$ cat config.mk
export PLATFORM = sky130hd
export DESIGN_NAME = usr_seq_ctrl
export DESIGN_NICKNAME = d
export VERILOG_FILES = /design/src/rtl/usr_seq_pkg.sv /design/src/rtl/usr_seq_ctrl.sv
export SDC_FILE = /design/constraint.sdc
export NUM_CORES = 1
export LEC_CHECK = 0
export BUFFER_PORTS_ARGS = -buffer_cell sky130_fd_sc_hd__buf_2
export CAP_MARGIN = 40
export CORE_ASPECT_RATIO = 0.75
export CORE_MARGIN = 3
export CORE_UTILIZATION = 25
export CTS_CLUSTER_DIAMETER = 120
export CTS_CLUSTER_SIZE = 24
export DETAILED_ROUTE_END_ITERATION = 8
export PLACE_DENSITY = 0.54
export SLEW_MARGIN = 20
export SYNTH_ARGS = -nofsm -noshare
export SYNTH_HDL_FRONTEND = slang
export SYNTH_SLANG_ARGS = --single-unit
$ cat constraint.sdc
create_clock -name clk -period 2.7 [get_ports clk]
set_input_delay 0.405 -clock clk [delete_from_list [all_inputs] [get_ports clk]]
set_output_delay 0.405 -clock clk [all_outputs]
set_load 0.01 [all_outputs]
$ cat src/rtl/usr_seq_pkg.sv
// Shared encodings for the universal-shift-register sequencer: command ops,
// controller states and register select codes.
package usr_seq_pkg;

    localparam logic [1:0] OP_LOAD = 2'b00;
    localparam logic [1:0] OP_TX   = 2'b01;
    localparam logic [1:0] OP_RX   = 2'b10;
    localparam logic [1:0] OP_TXRX = 2'b11;

    localparam logic [1:0] SEL_HOLD = 2'b00;
    localparam logic [1:0] SEL_SHL  = 2'b01;
    localparam logic [1:0] SEL_SHR  = 2'b10;
    localparam logic [1:0] SEL_LOAD = 2'b11;

    typedef enum logic [1:0] {
        ST_IDLE  = 2'b00,
        ST_LOAD  = 2'b01,
        ST_SHIFT = 2'b10,
        ST_DONE  = 2'b11
    } state_t;

    // Shift select for a direction bit: 0 = left, 1 = right.
    function automatic logic [1:0] shift_sel(input logic dir);
        shift_sel = dir ? SEL_SHR : SEL_SHL;
    endfunction

endpackage

$ cat src/rtl/usr_seq_ctrl.sv
// Command sequencer driving one universal shift register (load / shift / respond).
// Optional macro USR_SEQ_CTRL_ROTATE_EN adds cmd_rot: TX recirculates SO into SI.
module usr_seq_ctrl
    import usr_seq_pkg::*;
#(
    parameter int WIDTH = 5,
    parameter int CNT_W = 3
) (
    input  logic             clk,
    input  logic             rst,
    input  logic             cmd_valid,
    output logic             cmd_ready,
    input  logic [1:0]       cmd_op,
    input  logic             cmd_dir,
    input  logic [CNT_W-1:0] cmd_len,
    input  logic [WIDTH-1:0] cmd_data,
`ifdef USR_SEQ_CTRL_ROTATE_EN
    input  logic             cmd_rot,
`endif
    input  logic             ser_in,
    output logic             ser_out,
    output logic             ser_valid,
    output logic [1:0]       usr_sel,
    output logic [WIDTH-1:0] usr_pi,
    output logic             usr_si,
    input  logic [WIDTH-1:0] usr_po,
    input  logic             usr_so,
    output logic             rsp_valid,
    input  logic             rsp_ready,
    output logic [WIDTH-1:0] rsp_data,
    output logic             busy
);

    localparam logic [CNT_W-1:0] CNT_ZERO = {CNT_W{1'b0}};
    localparam logic [CNT_W-1:0] CNT_ONE  = {{(CNT_W-1){1'b0}}, 1'b1};

    state_t             state_r;
    state_t             state_nxt_s;
    logic [CNT_W-1:0]   cnt_r;
    logic [1:0]         op_r;
    logic               dir_r;
    logic [WIDTH-1:0]   data_r;
    logic               accept_s;
`ifdef USR_SEQ_CTRL_ROTATE_EN
    logic               rot_r;
`endif

    assign accept_s = (state_r == ST_IDLE) && cmd_valid;

    // State, shift-length counter and latched command copy.
    always_ff @(posedge clk) begin
        if (rst) begin
            state_r <= ST_IDLE;
            cnt_r   <= CNT_ZERO;
            op_r    <= 2'b00;
            dir_r   <= 1'b0;
            data_r  <= {WIDTH{1'b0}};
`ifdef USR_SEQ_CTRL_ROTATE_EN
            rot_r   <= 1'b0;
`endif
        end else begin
            state_r <= state_nxt_s;
            if (accept_s) begin
                cnt_r  <= cmd_len;
                op_r   <= cmd_op;
                dir_r  <= cmd_dir;
                data_r <= cmd_data;
`ifdef USR_SEQ_CTRL_ROTATE_EN
                rot_r  <= cmd_rot;
`endif
            end else if (state_r == ST_SHIFT) begin
                cnt_r <= cnt_r - CNT_ONE;
            end else begin
                cnt_r <= cnt_r;
            end
        end
    end

    // Next-state decode; RX skips the load cycle, zero length skips shifting.
    always_comb begin
        state_nxt_s = state_r;
        case (state_r)
            ST_IDLE: begin
                if (cmd_valid) begin
                    if (cmd_op == OP_RX) begin
                        state_nxt_s = (cmd_len == CNT_ZERO) ? ST_DONE : ST_SHIFT;
                    end else begin
                        state_nxt_s = ST_LOAD;
                    end
                end else begin
                    state_nxt_s = ST_IDLE;
                end
            end
            ST_LOAD: begin
                if ((op_r == OP_LOAD) || (cnt_r == CNT_ZERO)) begin
                    state_nxt_s = ST_DONE;
                end else begin
                    state_nxt_s = ST_SHIFT;
                end
            end
            ST_SHIFT: begin
                // <= 1 rather than == 1 so a corrupted zero count cannot wrap.
                if (cnt_r <= CNT_ONE) begin
                    state_nxt_s = ST_DONE;
                end else begin
                    state_nxt_s = ST_SHIFT;
                end
            end
            ST_DONE: begin
                if (rsp_ready) begin
                    state_nxt_s = ST_IDLE;
                end else begin
                    state_nxt_s = ST_DONE;
                end
            end
            default: state_nxt_s = ST_IDLE;
        endcase
    end

    // Output decode from the state register and latched command.
    always_comb begin
        cmd_ready = 1'b0;
        usr_sel   = SEL_HOLD;
        usr_pi    = {WIDTH{1'b0}};
        usr_si    = 1'b0;
        ser_out   = 1'b0;
        ser_valid = 1'b0;
        rsp_valid = 1'b0;
        rsp_data  = {WIDTH{1'b0}};
        busy      = (state_r != ST_IDLE);
        case (state_r)
            ST_IDLE: begin
                cmd_ready = 1'b1;
            end
            ST_LOAD: begin
                usr_sel = SEL_LOAD;
                usr_pi  = data_r;
            end
            ST_SHIFT: begin
                usr_sel   = shift_sel(dir_r);
                ser_valid = 1'b1;
                ser_out   = usr_so;
                if ((op_r == OP_RX) || (op_r == OP_TXRX)) begin
                    usr_si = ser_in;
                end else begin
`ifdef USR_SEQ_CTRL_ROTATE_EN
                    usr_si = rot_r ? usr_so : 1'b0;
`else
                    usr_si = 1'b0;
`endif
                end
            end
            ST_DONE: begin
                rsp_valid = 1'b1;
                rsp_data  = usr_po;
            end
            default: begin
                cmd_ready = 1'b0;
            end
        endcase
    end

endmodule
==> metrics.txt <==
sequential area share after synthesis 34.1%; crit-path max FO 12; hold slack 0.399 ns; Synth cell types 26; status completed; drt via density about 4.5; Worst EP arrival about 1.5 ns; Top FF cell, synth dfxtp_1; WL met2 942 microns; compound-cell area share of the yosys netlist 17.2%; Final Hold Fails 0; DRC 0; XOR/XNOR Fraction of Synth Area around 1.1%; peak supply drop 0.311 mV; crit share post-route 71.9%; EDFF count, synth 0; setup_tns 0 ns; Num CTS Buffers 3; # hold bufs at CTS 0; count of final max-slew check failures 0; fin worst setup slack 0.759 ns; initial antenna violation count 0; DIE HEIGHT 53.9 microns; # H-tree levels 1; Setup Viol. Count Final 0; area delta synth->final 33.0%; CTS resizes 0; Final Power 0.792 mW; main combinational cell family by area after synthesis simple AND/OR/NAND/NOR gates; vias 764; Starting Density between 20% and 30%; GR Util All Layers 11.8%; Yosys reg bits 13; Final Cell Area slightly above 1000 sq um; Die X 69.8 microns; Worst slew margin 70.8%; Post CTS Setup Buffer Count 0; Top Ports 40; HP Class in2reg; 1st-pass router iterations 4; most common library cell in the layout ignoring fill and taps buf_2; Adder-Cell Fraction of Synth Area 11.5%; Root Buffer clkbuf_8; most frequent cells in the layout buf_2, nand2_1, dfxtp_1; RSZ-0062 raised after global routing no; Simple-Gate Fraction of Synth Area 28.7%; M1 WL 843 microns; met3 wire length 105 microns; Worst-path clk slew 0.05 ns; num rows 16; crit start category flop; mux cell area share after synthesis 0%; Setup crit end kind output pin; post-DR wirelength/cell 11.2 microns; YS warnings 0; GPL Wtd Cong 0.758; Synth Net Count 123; PortBufs 39; die area 3760 sq um; GR Overflow Total 0; first-pass GRT wire length 3.42 mm; asr flop ratio synth 0%; Critical Path RT 2.30 ns; CTS Sinks 13; Post-Synthesis Cells 94; Final Skew between 0.0015 and 0.002 ns; number of max-cap violations 0; Placement Cell Area 970 sq um; share of layout cells above drive strength 1 34.6%; LEAKAGE 0.489 nW; Nets 163; CTS tree done; Antenna Nets Post-Route 0; core box area approximately 2800 sq um; fmax 515 MHz; total wire length 1.90 mm; Pwr Density 781 nW/um^2; largest net degree at the start of global routing 14; syn_area_per_cell 8.12 sq um; Setup WS pre-CTS about 1.0 ns; Slew @ Worst Pin 0.437 ns; vias in the first global route 776; largest buffer count on any clock path 2; DRT iter0 DRCs 23; Worst-Skew Late Latency 0.24 ns; cell area after synthesis 763 sq um; placed wire-length estimate 1.51 mm; diodes inserted 0; top routing layer in use met4; worst setup path class reg2out; Final min period 1.94 ns
## path summary, 6_finish.rpt
kind	to	slack, ns	cells after the start	from
max reg2reg	cnt_r[1]	1.21	5	state_r[0]
max	usr_sel[0]	0.76	5	state_r[0]
min reg2reg	data_r[2]	0.45	2	data_r[2]
min	data_r[2]	0.40	3	cmd_data[2]
## cells in the mapped netlist, types with 2 or more instances
cell | n | area [sq um]
and2_1 | 12 | 75.1
nand2_1 | 21 | 78.8
buf_6 | 2 | 22.5
ha_1 | 7 | 87.6
inv_1 | 6 | 22.5
nor2b_1 | 2 | 12.5
a21oi_1 | 11 | 55.1
o211ai_1 | 2 | 15.0
dfxtp_1 | 13 | 260
nor2_1 | 2 | 7.51
## power by group
| group | switching (mW) | internal, mW |
|---|---|---|
| Clock | 0.0675 | 0.104 |
| Combinational | 0.209 | 0.152 |
| Sequential | 0.0244 | 0.235 |
## sequential cells by signal, indices dropped and copies added, names as in the netlist
name     cells
state_r      2
dir_r        1
data_r       5
op_r         2
cnt_r        3
## worst max-delay path, cell delays in order (launching register included)
cell and delay (ns):
dfxtp_1 0.36, inv_1 0.09, ha_1 0.35, nor2b_1 0.20, o21a_1 0.16, buf_2 0.13
## layout make-up
| cell class | count | area [sq um] |
|---|---|---|
| sequential | 13 | 260 |
| clock buffer | 4 | 45.0 |
| timing repair buffer | 39 | 195 |
| fill | 316 | 1750 |
| tap | 36 | 45.0 |
| inverter | 6 | 22.5 |
| multi-input combinational | 71 | 447 |
## stage by stage
step / utilization, % / std cells
6_report: 36.7 / 169
5_1_grt: 36.7 / 169
4_1_cts: 36.7 / 169
3_5_place_dp: 35.1 / 165
3_3_place_gp: 35.1 / 165
2_1_floorplan: - / 94
## layer usage
layer	up-vias	GRT usage (%)
met1	357	13.0
met3	2	5.04
met5	-	0
li1	386	-
met2	19	21.6
met4	0	2.87
## logic make-up (layout without fill, tap and decap cells)
kind of cell | Yosys count | count (layout)
xor gates and xnor gates | 1 | 1
DFF | 13 | 13
adders and majority gates | 7 | 7
and+or+nand+nor | 43 | 43
buffers and inverters | 10 | 49
AOI/OAI and AO/OA | 20 | 20
(Power assumes the default switching activity.)
